## src/rtl/display7seg_scan_pkg.sv

```systemverilog
// rtl/display7seg_scan_pkg.sv - shared types and constants for the 7-segment scanner
package display7seg_scan_pkg;

    typedef enum logic {
        S_GUARD = 1'b0,
        S_DRIVE = 1'b1
    } slot_state_e;

    // Common-anode display: a high anode or dp line means dark.
    localparam logic AN_OFF = 1'b1;
    localparam logic DP_OFF = 1'b1;

    function automatic bit params_legal(input int n_digits, input int clk_div, input int guard);
        return (n_digits >= 1) && (clk_div >= 2) && (guard >= 0) && (guard < clk_div);
    endfunction

endpackage

```

## src/rtl/display7seg_slot_timer.sv

```systemverilog
// rtl/display7seg_slot_timer.sv - slot/digit counters and guard/drive phase FSM
module display7seg_slot_timer
    import display7seg_scan_pkg::*;
#(
    parameter int N_DIGITS = 4,
    parameter int CLK_DIV  = 50000,
    parameter int GUARD    = 16,
    localparam int SW      = (CLK_DIV > 1) ? $clog2(CLK_DIV) : 1,
    localparam int IW      = (N_DIGITS > 1) ? $clog2(N_DIGITS) : 1
) (
    input  logic          clk_i,
    input  logic          rst_i,
    output logic [IW-1:0] idx_o,
    output logic [IW-1:0] idx_nxt_o,
    output logic          in_guard_o,
    output logic          in_guard_nxt_o,
    output logic          slot_last_o,
    output logic          frame_last_o,
    output logic          frame_last_nxt_o
);

    localparam logic [SW-1:0] SLOT_LAST = SW'(CLK_DIV - 1);
    localparam logic [SW-1:0] GUARD_CNT = SW'(GUARD);
    localparam logic [IW-1:0] IDX_LAST  = IW'(N_DIGITS - 1);
    localparam slot_state_e   RST_STATE = (GUARD > 0) ? S_GUARD : S_DRIVE;

    logic [SW-1:0] slot_q, slot_d;
    logic [IW-1:0] idx_q, idx_d;
    slot_state_e   state_q, state_d;
    logic          slot_last;

    always_comb begin
        slot_last = (slot_q == SLOT_LAST);
        slot_d    = slot_last ? '0 : slot_q + SW'(1);
        idx_d     = idx_q;
        if (slot_last) begin
            idx_d = (idx_q == IDX_LAST) ? '0 : idx_q + IW'(1);
        end
    end

    always_ff @(posedge clk_i) begin
        if (rst_i) begin
            slot_q  <= '0;
            idx_q   <= '0;
            state_q <= RST_STATE;
        end else begin
            slot_q  <= slot_d;
            idx_q   <= idx_d;
            state_q <= state_d;
        end
    end

    // Phase of the slot that begins on the next edge; GUARD=0 never enters S_GUARD.
    always_comb begin
        state_d = S_DRIVE;
        if (slot_d < GUARD_CNT) begin
            state_d = S_GUARD;
        end
    end

    always_comb begin
        in_guard_o       = (state_q == S_GUARD);
        in_guard_nxt_o   = (state_d == S_GUARD);
        idx_o            = idx_q;
        idx_nxt_o        = idx_d;
        slot_last_o      = slot_last;
        frame_last_o     = slot_last && (idx_q == IDX_LAST);
        frame_last_nxt_o = (slot_d == SLOT_LAST) && (idx_d == IDX_LAST);
    end

endmodule

```

## src/rtl/display7seg_scan.sv

```systemverilog
// rtl/display7seg_scan.sv - frame-synchronous N-digit 7-segment scanner with guard and blanking
module display7seg_scan
    import display7seg_scan_pkg::*;
#(
    parameter int N_DIGITS = 4,
    parameter int CLK_DIV  = 50000,
    parameter int GUARD    = 16,
    parameter int LZB      = 1
) (
    input  logic                  clk,
    input  logic                  rst,
    input  logic                  load,
    input  logic [4*N_DIGITS-1:0] value_in,
    input  logic [N_DIGITS-1:0]   blank_in,
    input  logic [N_DIGITS-1:0]   dp_in,
    output logic [3:0]            digit_code,
    output logic                  dp_n,
    output logic [N_DIGITS-1:0]   an_n,
    output logic                  frame_done
);

    localparam int IW = (N_DIGITS > 1) ? $clog2(N_DIGITS) : 1;
    localparam logic LZB_EN = (LZB != 0);

    if (!params_legal(N_DIGITS, CLK_DIV, GUARD)) begin : g_bad_params
        $error("display7seg_scan: need N_DIGITS >= 1, CLK_DIV >= 2 and 0 <= GUARD < CLK_DIV");
    end

    logic [IW-1:0] idx_cur, idx_nxt;
    logic          in_guard_cur, in_guard_nxt;
    logic          slot_last, frame_last, frame_last_nxt;

    display7seg_slot_timer #(
        .N_DIGITS (N_DIGITS),
        .CLK_DIV  (CLK_DIV),
        .GUARD    (GUARD)
    ) u_timer (
        .clk_i            (clk),
        .rst_i            (rst),
        .idx_o            (idx_cur),
        .idx_nxt_o        (idx_nxt),
        .in_guard_o       (in_guard_cur),
        .in_guard_nxt_o   (in_guard_nxt),
        .slot_last_o      (slot_last),
        .frame_last_o     (frame_last),
        .frame_last_nxt_o (frame_last_nxt)
    );

    logic [4*N_DIGITS-1:0] shadow_val_q, shadow_val_d, active_val_q, active_val_d;
    logic [N_DIGITS-1:0]   shadow_blank_q, shadow_blank_d, active_blank_q, active_blank_d;
    logic [N_DIGITS-1:0]   shadow_dp_q, shadow_dp_d, active_dp_q, active_dp_d;
    logic                  pending_q, pending_d;

    // Active only changes on the frame boundary; a boundary load skips the shadow hop.
    always_comb begin
        shadow_val_d   = shadow_val_q;
        shadow_blank_d = shadow_blank_q;
        shadow_dp_d    = shadow_dp_q;
        active_val_d   = active_val_q;
        active_blank_d = active_blank_q;
        active_dp_d    = active_dp_q;
        pending_d      = pending_q;
        if (load) begin
            shadow_val_d   = value_in;
            shadow_blank_d = blank_in;
            shadow_dp_d    = dp_in;
        end
        if (frame_last) begin
            pending_d = 1'b0;
            if (load) begin
                active_val_d   = value_in;
                active_blank_d = blank_in;
                active_dp_d    = dp_in;
            end else if (pending_q) begin
                active_val_d   = shadow_val_q;
                active_blank_d = shadow_blank_q;
                active_dp_d    = shadow_dp_q;
            end
        end else if (load) begin
            pending_d = 1'b1;
        end
    end

    logic [N_DIGITS-1:0] lz, dark;
    logic                zero_run;

    // A digit is leading-zero blanked when it and every more significant nibble is zero.
    always_comb begin
        zero_run = 1'b1;
        lz       = '0;
        for (int k = N_DIGITS - 1; k >= 0; k--) begin
            zero_run = zero_run & (active_val_d[4*k +: 4] == 4'h0);
            if (k != 0) begin
                lz[k] = LZB_EN & zero_run;
            end
        end
        dark = active_blank_d | lz;
    end

    logic [N_DIGITS-1:0] an_n_q, an_n_d;
    logic                dp_n_q, dp_n_d;
    logic [3:0]          digit_code_q, digit_code_d;
    logic                frame_done_q, frame_done_d;

    // Outputs are computed from the post-edge counters so the flops show the current slot.
    always_comb begin
        an_n_d       = {N_DIGITS{AN_OFF}};
        dp_n_d       = DP_OFF;
        digit_code_d = active_val_d[{idx_nxt, 2'b00} +: 4];
        frame_done_d = frame_last_nxt;
        if (!in_guard_nxt) begin
            dp_n_d = ~active_dp_d[idx_nxt];
            if (!dark[idx_nxt]) begin
                an_n_d[idx_nxt] = ~AN_OFF;
            end
        end
    end

    always_ff @(posedge clk) begin
        if (rst) begin
            shadow_val_q   <= '0;
            shadow_blank_q <= '0;
            shadow_dp_q    <= '0;
            active_val_q   <= '0;
            active_blank_q <= '0;
            active_dp_q    <= '0;
            pending_q      <= 1'b0;
            an_n_q         <= {N_DIGITS{AN_OFF}};
            dp_n_q         <= DP_OFF;
            digit_code_q   <= 4'h0;
            frame_done_q   <= 1'b0;
        end else begin
            shadow_val_q   <= shadow_val_d;
            shadow_blank_q <= shadow_blank_d;
            shadow_dp_q    <= shadow_dp_d;
            active_val_q   <= active_val_d;
            active_blank_q <= active_blank_d;
            active_dp_q    <= active_dp_d;
            pending_q      <= pending_d;
            an_n_q         <= an_n_d;
            dp_n_q         <= dp_n_d;
            digit_code_q   <= digit_code_d;
            frame_done_q   <= frame_done_d;
        end
    end

    logic unused_timer;
    assign unused_timer = ^{idx_cur, in_guard_cur, slot_last};

    assign an_n       = an_n_q;
    assign dp_n       = dp_n_q;
    assign digit_code = digit_code_q;
    assign frame_done = frame_done_q;

endmodule

```

## config.mk

```make
export PLATFORM = sky130hd
export DESIGN_NAME = display7seg_scan
export DESIGN_NICKNAME = d
export VERILOG_FILES = /design/src/rtl/display7seg_scan_pkg.sv /design/src/rtl/display7seg_slot_timer.sv /design/src/rtl/display7seg_scan.sv
export SDC_FILE = /design/constraint.sdc
export NUM_CORES = 1
export LEC_CHECK = 0
export ABC_AREA = 1
export BUFFER_PORTS_ARGS = -buffer_cell sky130_fd_sc_hd__buf_2
export CAP_MARGIN = 20
export CORE_ASPECT_RATIO = 0.9
export CORE_MARGIN = 2
export CORE_UTILIZATION = 55
export CTS_CLUSTER_DIAMETER = 30
export DETAILED_ROUTE_END_ITERATION = 12
export PLACE_DENSITY = 0.79
export SLEW_MARGIN = 20
export SYNTH_ARGS = -nofsm -noshare
export SYNTH_HDL_FRONTEND = slang
export SYNTH_HIERARCHICAL = 1
export SYNTH_SLANG_ARGS = --single-unit
```

## constraint.sdc

```tcl
create_clock -name clk -period 4.1 [get_ports clk]
set_input_delay 0 -clock clk [delete_from_list [all_inputs] [get_ports clk]]
set_output_delay 0 -clock clk [all_outputs]
set_load 0.05 [all_outputs]
```

==> metrics.csv, run 1 <==
metric,value,unit
largest net degree at the start of global routing,38,
die area,7330,sq um
Slew Limit Fails,0,
unrepaired setup endpoints after global routing,no,
Crit Path Max Fanout,24,
Std-Cell Rows,28,
DR WL/cell,11.8,um
met2 Use GR,38.3,%
layout cells sized above 1,12.3,%
core area,6520,sq um
Worst Setup Start Kind,register,
"Clk Latency, worst-skew pair",0.35,ns
Worst Path Required,4.38,ns
"Min Clock Period, post-route",2.81,ns
fmax,356,MHz
Final ANT Viol Nets,0,
Worst Max-Slew Pin Slew,0.692,ns
CTS sink cnt,77,
routed vias/inst,4.92,
final instance area,4290,sq um
status,"finished, final reports clean",
"reg-to-reg slack, setup",1.29,ns
Worst Clk Skew,0.00726,ns
initial core utilization,56.2,%
setup TNS,0,ns
Worst setup EP type,register,
I/O pins,37,
fin nets,640,
Worst VDD drop,0.331,mV
drt pass-1 iters,5,
met1 usage in global routing,32.2,%
Placement Setup Slack,1.34,ns
H-tree depth,3,
syn nets,586,
cts bufs inserted,9,
# diodes,0,
TritonCTS clock tree,built,
Total GRT Usage,23.7,%
Die Wd,90.0,um
GRT overflow,0,
Most Crowded Layer GR,met2,
DR iter-0 viols,266,
global-route wire length before repair,13900,um
Post-DP HPWL,5760,um
fin crit share,68.5,%
Power Dens Cells,339,nW/um^2
Worst Hold Class,in2reg,
total power,1.45,mW
Clock Path Buffers,2,
Synth Instances,557,
Die Ht,81.4,um
Relative slew margins,53.7,%
leakage power,2.09,nW
Setup CP Type,reg2reg,
final wirelength,8320,um
met3 GRT Util,6.42,%
CTS root buffer,clkbuf_8,
IO Port Bufs,36,
gp weighted congestion,0.883,
initial antenna violation count,0,
final setup vio count,0,
Layout Cells excl Fill,706,
placed cell area,3860,sq um
Mapped Area,3660,sq um
MaxCap Viol Count,0,
"Arr. time, crit path",3.09,ns
CTS resizes,0,
synthesized area per cell,6.58,sq um
"Area growth, synth to finish",17.2,%
WHS,0.0181,ns
DRC,0,
Yosys warnings,6,
Final Hold Fails,0,
total number of vias,3473,
vias in the first global route,3148,
Worst-path clk slew,0.08,ns
Post-Place Cells,667,
fin util,65.9,%
final worst slack,1.29,ns
-- area by class of cell --
cell class	instances	area (sq um)
multi-input cells	383	1720
repair buffers	60	418
flip-flops and latches	77	1540
clock buffers	10	138
well taps	90	113
clock inverters	6	68.8
inverters	80	300
fillers	594	2220
-- routing by layer --
layer,part of all wire [%],vias to the layer above
met5,0,-
met4,0.52,0
met3,5.4,6
met2,46,97
met1,48,1580
li1,-,1790
-- state kept, by name, summed over array words and instances (netlist names), 2 cells and up --
register,cells
active_val_q,16
shadow_val_q,16
u_timer/slot_q,16
active_blank_q,4
active_dp_q,4
an_n,4
digit_code,4
shadow_blank_q,4
shadow_dp_q,4
u_timer/idx_o,2
-- where the power goes --
part | total, mW | switching [mW] | leakage, nW | internal [mW]
Sequential | 0.772 | 0.00700 | 0.627 | 0.765
Clock | 0.587 | 0.285 | 0.103 | 0.302
Combinational | 0.0963 | 0.0541 | 1.36 | 0.0422
Total | 1.45 | 0.346 | 2.09 | 1.11
-- final timing paths --
| kind | start | endpoint | cells after the start |
|---|---|---|---|
| setup / recovery | u_timer/slot_q[0] | an_n[2] | 15 |
| setup reg to reg | u_timer/slot_q[0] | an_n[2] | 15 |
| hold reg to reg | active_blank_q[0] | active_blank_q[0] | 2 |
| hold / removal | value_in[12] | shadow_val_q[12] | 5 |
-- layout by cell type, fill, tap and decap left out, types with 2 or more instances in the layout --
cell,n
nand2_1,190
nor2_1,97
dfxtp_1,77
inv_1,76
buf_2,36
dlygate4sd3_1,23
nand3_1,20
clkbuf_8,10
a21oi_1,9
mux2i_1,8
o21ai_0,7
nor2_2,7
o21ai_1,5
nor3_1,5
nand4_1,5
inv_2,4
o22ai_1,4
a31oi_1,4
xor2_1,4
nor2_4,3
or2_2,2
nand2_2,2
inv_6,2
ha_1,2
-- critical path, cell delays in order, from the launching register on --
cell and delay [ns]:
dfxtp_1 0.40, ha_1 0.22, nand3_1 0.16, nor2_1 0.18, nand2_1 0.12, nor2_1 0.37, inv_2 0.11, nor2_4 0.45
nand2_1 0.12, nand2_1 0.14, nand2_1 0.08, nor2_2 0.12, nand2_1 0.06, nand2_1 0.05, nand2_1 0.07, nand3_1 0.10
-- timing repair --
item | in CTS | in global routing
buffers inserted | 0 | 0
endpoints found under the hold margin | 23 | 0
hold buffers | 23 | 0
Note: power is estimated with default switching activity, not from simulation.
==> inputs of run 2 (changes only) <==
ABC_AREA = 0   (was 1)
clock period = 2.59 ns   (was 4.1 ns; I/O delays follow)
==> metrics.csv, run 2 <==
metric,value,unit
status,"finished, final reports clean",
fmax,404,MHz
Worst Setup Start Kind,register,
Total GRT Usage,23.5,%
"commonest non-fill, non-tap cell in the layout",dfxtp_1,
Post-DP HPWL,6040,um
final worst slack,0.112,ns
Synth Instances,429,
DRC,0,
Worst Hold Class,in2reg,
CTS root buffer,clkbuf_8,
DR WL/cell,16.1,um
CTS sink cnt,77,
Setup CP Type,reg2reg,
GRT overflow,0,
IO Port Bufs,36,
layout cells sized above 1,22.9,%
routed vias/inst,5.82,
Std-Cell Rows,28,
Final Hold Fails,0,
Power Dens Cells,525,nW/um^2
worst hold path depth,2,
Relative slew margins,52.8,%
Worst Clk Skew,0.0109,ns
TritonCTS clock tree,built,
Critical Path Most Common Cell,nand2_1,
CP bufs+invs,1,
total number of vias,3417,
initial core utilization,57.3,%
Slew Limit Fails,0,
gp weighted congestion,0.886,
synthesized area per cell,8.89,sq um
core area,6660,sq um
final wirelength,9480,um
DR iter-0 viols,321,
WHS,0.0776,ns
setup TNS,0,ns
Clock Path Buffers,2,
MaxCap Viol Count,0,
"slowest stage cell, crit path",or4_1,
most frequent cells in the layout,"77 x dfxtp_1, 76 x nor2_1, 36 x buf_2",
Yosys warnings,6,
Worst Path Required,2.82,ns
CP top delay family,simple AND/OR/NAND/NOR gates,
Mapped Area,3810,sq um
"Area growth, synth to finish",22.3,%
"Arr. time, crit path",2.71,ns
Die Ht,83.0,um
Worst Max-Slew Pin Slew,0.708,ns
largest net degree at the start of global routing,46,
I/O pins,37,
final setup vio count,0,
Die Wd,91.8,um
Levels on crit path,9,
largest registers,"active_val_q (16), shadow_val_q (16), u_timer/slot_q (16)",
R2R depth,9,
Worst setup EP type,register,
vias in the first global route,3080,
leakage power,1.84,nW
total power,2.45,mW
H-tree depth,3,
initial antenna violation count,0,
CP cell instances,buf_4 > nand4_1 > or4_1 > o21ai_1 > nor4b_4 > nor2_1 > nand2_1 > nor3_1 > nand2_1,
"Clk Latency, worst-skew pair",0.35,ns
Crit Path Max Fanout,10,
Slowest Stage Delay on Critical Path,0.61,ns
drt pass-1 iters,6,
die area,7610,sq um
"reg-to-reg slack, setup",0.11,ns
global-route wire length before repair,14600,um
Placement Setup Slack,0.0833,ns
fin crit share,95.7,%
syn nets,458,
Worst-path clk slew,0.08,ns
Worst VDD drop,0.364,mV
"Min Clock Period, post-route",2.48,ns
cts bufs inserted,9,
# diodes,0,
fin nets,521,
Final ANT Viol Nets,0,
run 2: metrics by stage:
stage,utilization [%],instance area [sq um],cells
2_1_floorplan,-,3810,429
3_3_place_gp,61.2,4070,544
3_5_place_dp,61.2,4070,544
4_1_cts,68.2,4540,584
5_1_grt,70.1,4660,587
6_report,70.1,4660,587
run 2: routing by layer:
layer / up-vias / track usage, % / share of wire, %
met5: - / 0 / 0
met4: 0 / 6.78 / 1.5
met3: 15 / 5.63 / 7.3
met2: 154 / 36.4 / 46
met1: 1601 / 32.9 / 45
li1: 1647 / - / -
run 2: power by group:
group / leakage (nW) / switching (mW) / total [mW] / internal (mW)
Sequential: 0.626 / 0.0211 / 1.23 / 1.21
Combinational: 1.10 / 0.0916 / 0.182 / 0.0906
Clock: 0.116 / 0.439 / 1.03 / 0.593
Total: 1.84 / 0.552 / 2.45 / 1.89
run 2: worst paths after layout:
path	startpoint	end
min	rst	u_timer/slot_q[11]
max	u_timer/slot_q[7]	an_n[2]
max reg2reg	u_timer/slot_q[7]	an_n[2]
min reg2reg	shadow_blank_q[1]	shadow_blank_q[1]
run 2: final cells by class:
type / count / area, sq um
Inverter: 10 / 37.5
Tap cell: 90 / 113
Multi-Input combinational cell: 305 / 2070
Timing Repair Buffer: 89 / 672
Clock buffer: 12 / 155
Clock inverter: 4 / 70.1
Fill cell: 496 / 1990
Sequential cell: 77 / 1540
run 2: timing repair:
item                                    CTS  global route
hold buffers                             24             0
gates resized for setup                   0            18
endpoints found under the hold margin    36             0
buffers inserted                          0             1
endpoints found under the setup margin    0             8
==> inputs of run 3 (changes only) <==
ABC_AREA = 1   (was 0)
==> metrics.csv, run 3 (synthesis results as in run 1) <==
metric,value,unit
status,"finished, final reports clean",
leakage power,2.11,nW
DRC,0,
Post-Place Cells,671,
Worst setup EP type,register,
Setup CP Type,reg2reg,
"Min Clock Period, post-route",2.29,ns
layout cells sized above 1,13.3,%
most frequent cells in the layout,"190 x nand2_1, 96 x nor2_1, 76 x inv_1, 76 x dfxtp_1, 36 x buf_2",
clock network fraction of design power,39.3,%
Worst Setup Start Kind,register,
internal power,1.72,mW
WHS,0.0253,ns
"commonest non-fill, non-tap cell in the layout",nand2_1,
Post-DP HPWL,5760,um
Flop pwr share,53.9,%
"slowest stage cell, crit path",dfxtp_2,
Final ANT Viol Nets,0,
Worst Max-Slew Pin Slew,0.767,ns
TritonCTS clock tree,built,
DR iter-0 viols,238,
CTS sink cnt,77,
vias in the first global route,3142,
final wirelength,8310,um
Die Ht,81.4,um
CP cell instances,ha_1 > nand3_1 > nor2_1 > nand2_1 > nor2_2 > buf_4 > o21ai_4 > nand2_1 > nand2_1 > inv_1 > nand2_1 > nor2_2 > nand2_1 > nand2_1 > nand2_1 > nand3_1,
core area,6520,sq um
Power Dens Cells,521,nW/um^2
Die Wd,90.0,um
Worst Clk Skew,0.00795,ns
CTS root buffer,clkbuf_8,
Worst VDD drop,0.349,mV
Total GRT Usage,23.4,%
initial antenna violation count,0,
gp weighted congestion,0.915,
DR WL/cell,11.7,um
Std-Cell Rows,28,
Crit Path Max Fanout,14,
Slowest Stage Delay on Critical Path,0.37,ns
largest registers,"active_val_q (16), shadow_val_q (16), u_timer/slot_q (16)",
"Arr. time, crit path",2.58,ns
die area,7330,sq um
H-tree depth,3,
Worst Path Required,2.89,ns
fmax,437,MHz
# diodes,0,
Sw Share,24.0,%
Comb power frac,6.8,%
global-route wire length before repair,13700,um
total number of vias,3490,
Worst Hold Class,in2reg,
fin nets,646,
Clock Path Buffers,2,
Slew Limit Fails,0,
GRT overflow,0,
cts bufs inserted,9,
MaxCap Viol Count,0,
"Clk Latency, worst-skew pair",0.35,ns
Final Hold Fails,0,
Relative slew margins,48.9,%
I/O pins,37,
"Area growth, synth to finish",18.8,%
Worst-path clk slew,0.08,ns
Filler Cell Count,600,
final setup vio count,0,
fin crit share,88.4,%
drt pass-1 iters,5,
NetSw,0.545,mW
setup TNS,0,ns
Layout Cells excl Fill,712,
IO Port Bufs,36,
unrepaired setup endpoints after global routing,no,
routed vias/inst,4.90,
largest net degree at the start of global routing,41,
initial core utilization,56.2,%
Critical Path Most Common Cell,nand2_1,
## run 3: cell types whose count changed in the layout (fill, tap and decap cells not counted), sizes merged, moves of 12 or more
cell    previous run  this run
buf               64        42
inv               10        80
o21ai              3        15
a221oi            12         0
nand2             17       193
nand2b            14         0
a21oi             22        10
nor2              77       107
mux2i             26         8
## run 3: layout make-up
type	instances	area (sq um)	area share, %
Clock buffer	10	128	2.93
Clock inverter	6	63.8	1.47
Inverter	80	300	6.90
Multi-Input combinational cell	384	1730	39.7
Sequential cell	77	1540	35.4
Tap cell	90	113	2.59
Timing Repair Buffer	65	480	11.0
## run 3: power groups by stage
stage	logic [mW]	clock network, mW	registers, mW
3_5_place_dp	0.126	0	1.25
2_1_floorplan	0.0889	0	1.25
4_1_cts	0.153	0.908	1.22
6_report	0.155	0.891	1.22
5_1_grt	0.174	0.958	1.23
3_3_place_gp	0.122	0	1.25
## run 3: per-stage QoR
step / utilization, % / power [mW] / instance area (sq um) / setup WS, ns
finish: 66.8 / 2.27 / 4350 / 0.301
global route: 66.8 / 2.36 / 4350 / 0.0115
CTS: 66.3 / 2.28 / 4320 / 0.140
detailed placement: 59.9 / 1.38 / 3900 / 0.191
global placement: 59.9 / 1.37 / 3900 / 0.329
floorplan: - / 1.34 / 3660 / 0.348
## run 3: path summary, 6_finish.rpt
kind	slack (ns)	startpoint	endpoint	cells after the start
max reg2reg	0.30	u_timer/slot_q[0]	an_n[1]	16
min reg2reg	0.45	u_timer/slot_q[0]	u_timer/slot_q[0]	1
max	0.30	u_timer/slot_q[0]	an_n[1]	16
min	0.03	value_in[12]	shadow_val_q[12]	5
## run 3: timing repair
item	CTS	global route
hold endpoints to repair	23	0
hold buffers	23	0
buffers inserted	0	1
gates resized for setup	0	3
setup endpoints to repair	0	6
## run 3: critical path: cells and delay by family, from the launching register on
kind / cells / cell delay, ns
adder cells (fa/ha/maj): 1 / 0.19
flip-flops: 1 / 0.37
buffers and inverters: 2 / 0.27
AO/OA/AOI/OAI: 1 / 0.15
AND/OR/NAND/NOR: 12 / 1.25
## run 3: metal layers
metal	vias to the layer above	GRT usage (%)	wire length (um)
li1	1807	-	-
met1	1560	31.1	4050
met4	0	6.92	117
met2	109	38.6	3680
met3	14	5.32	457
met5	-	0	0
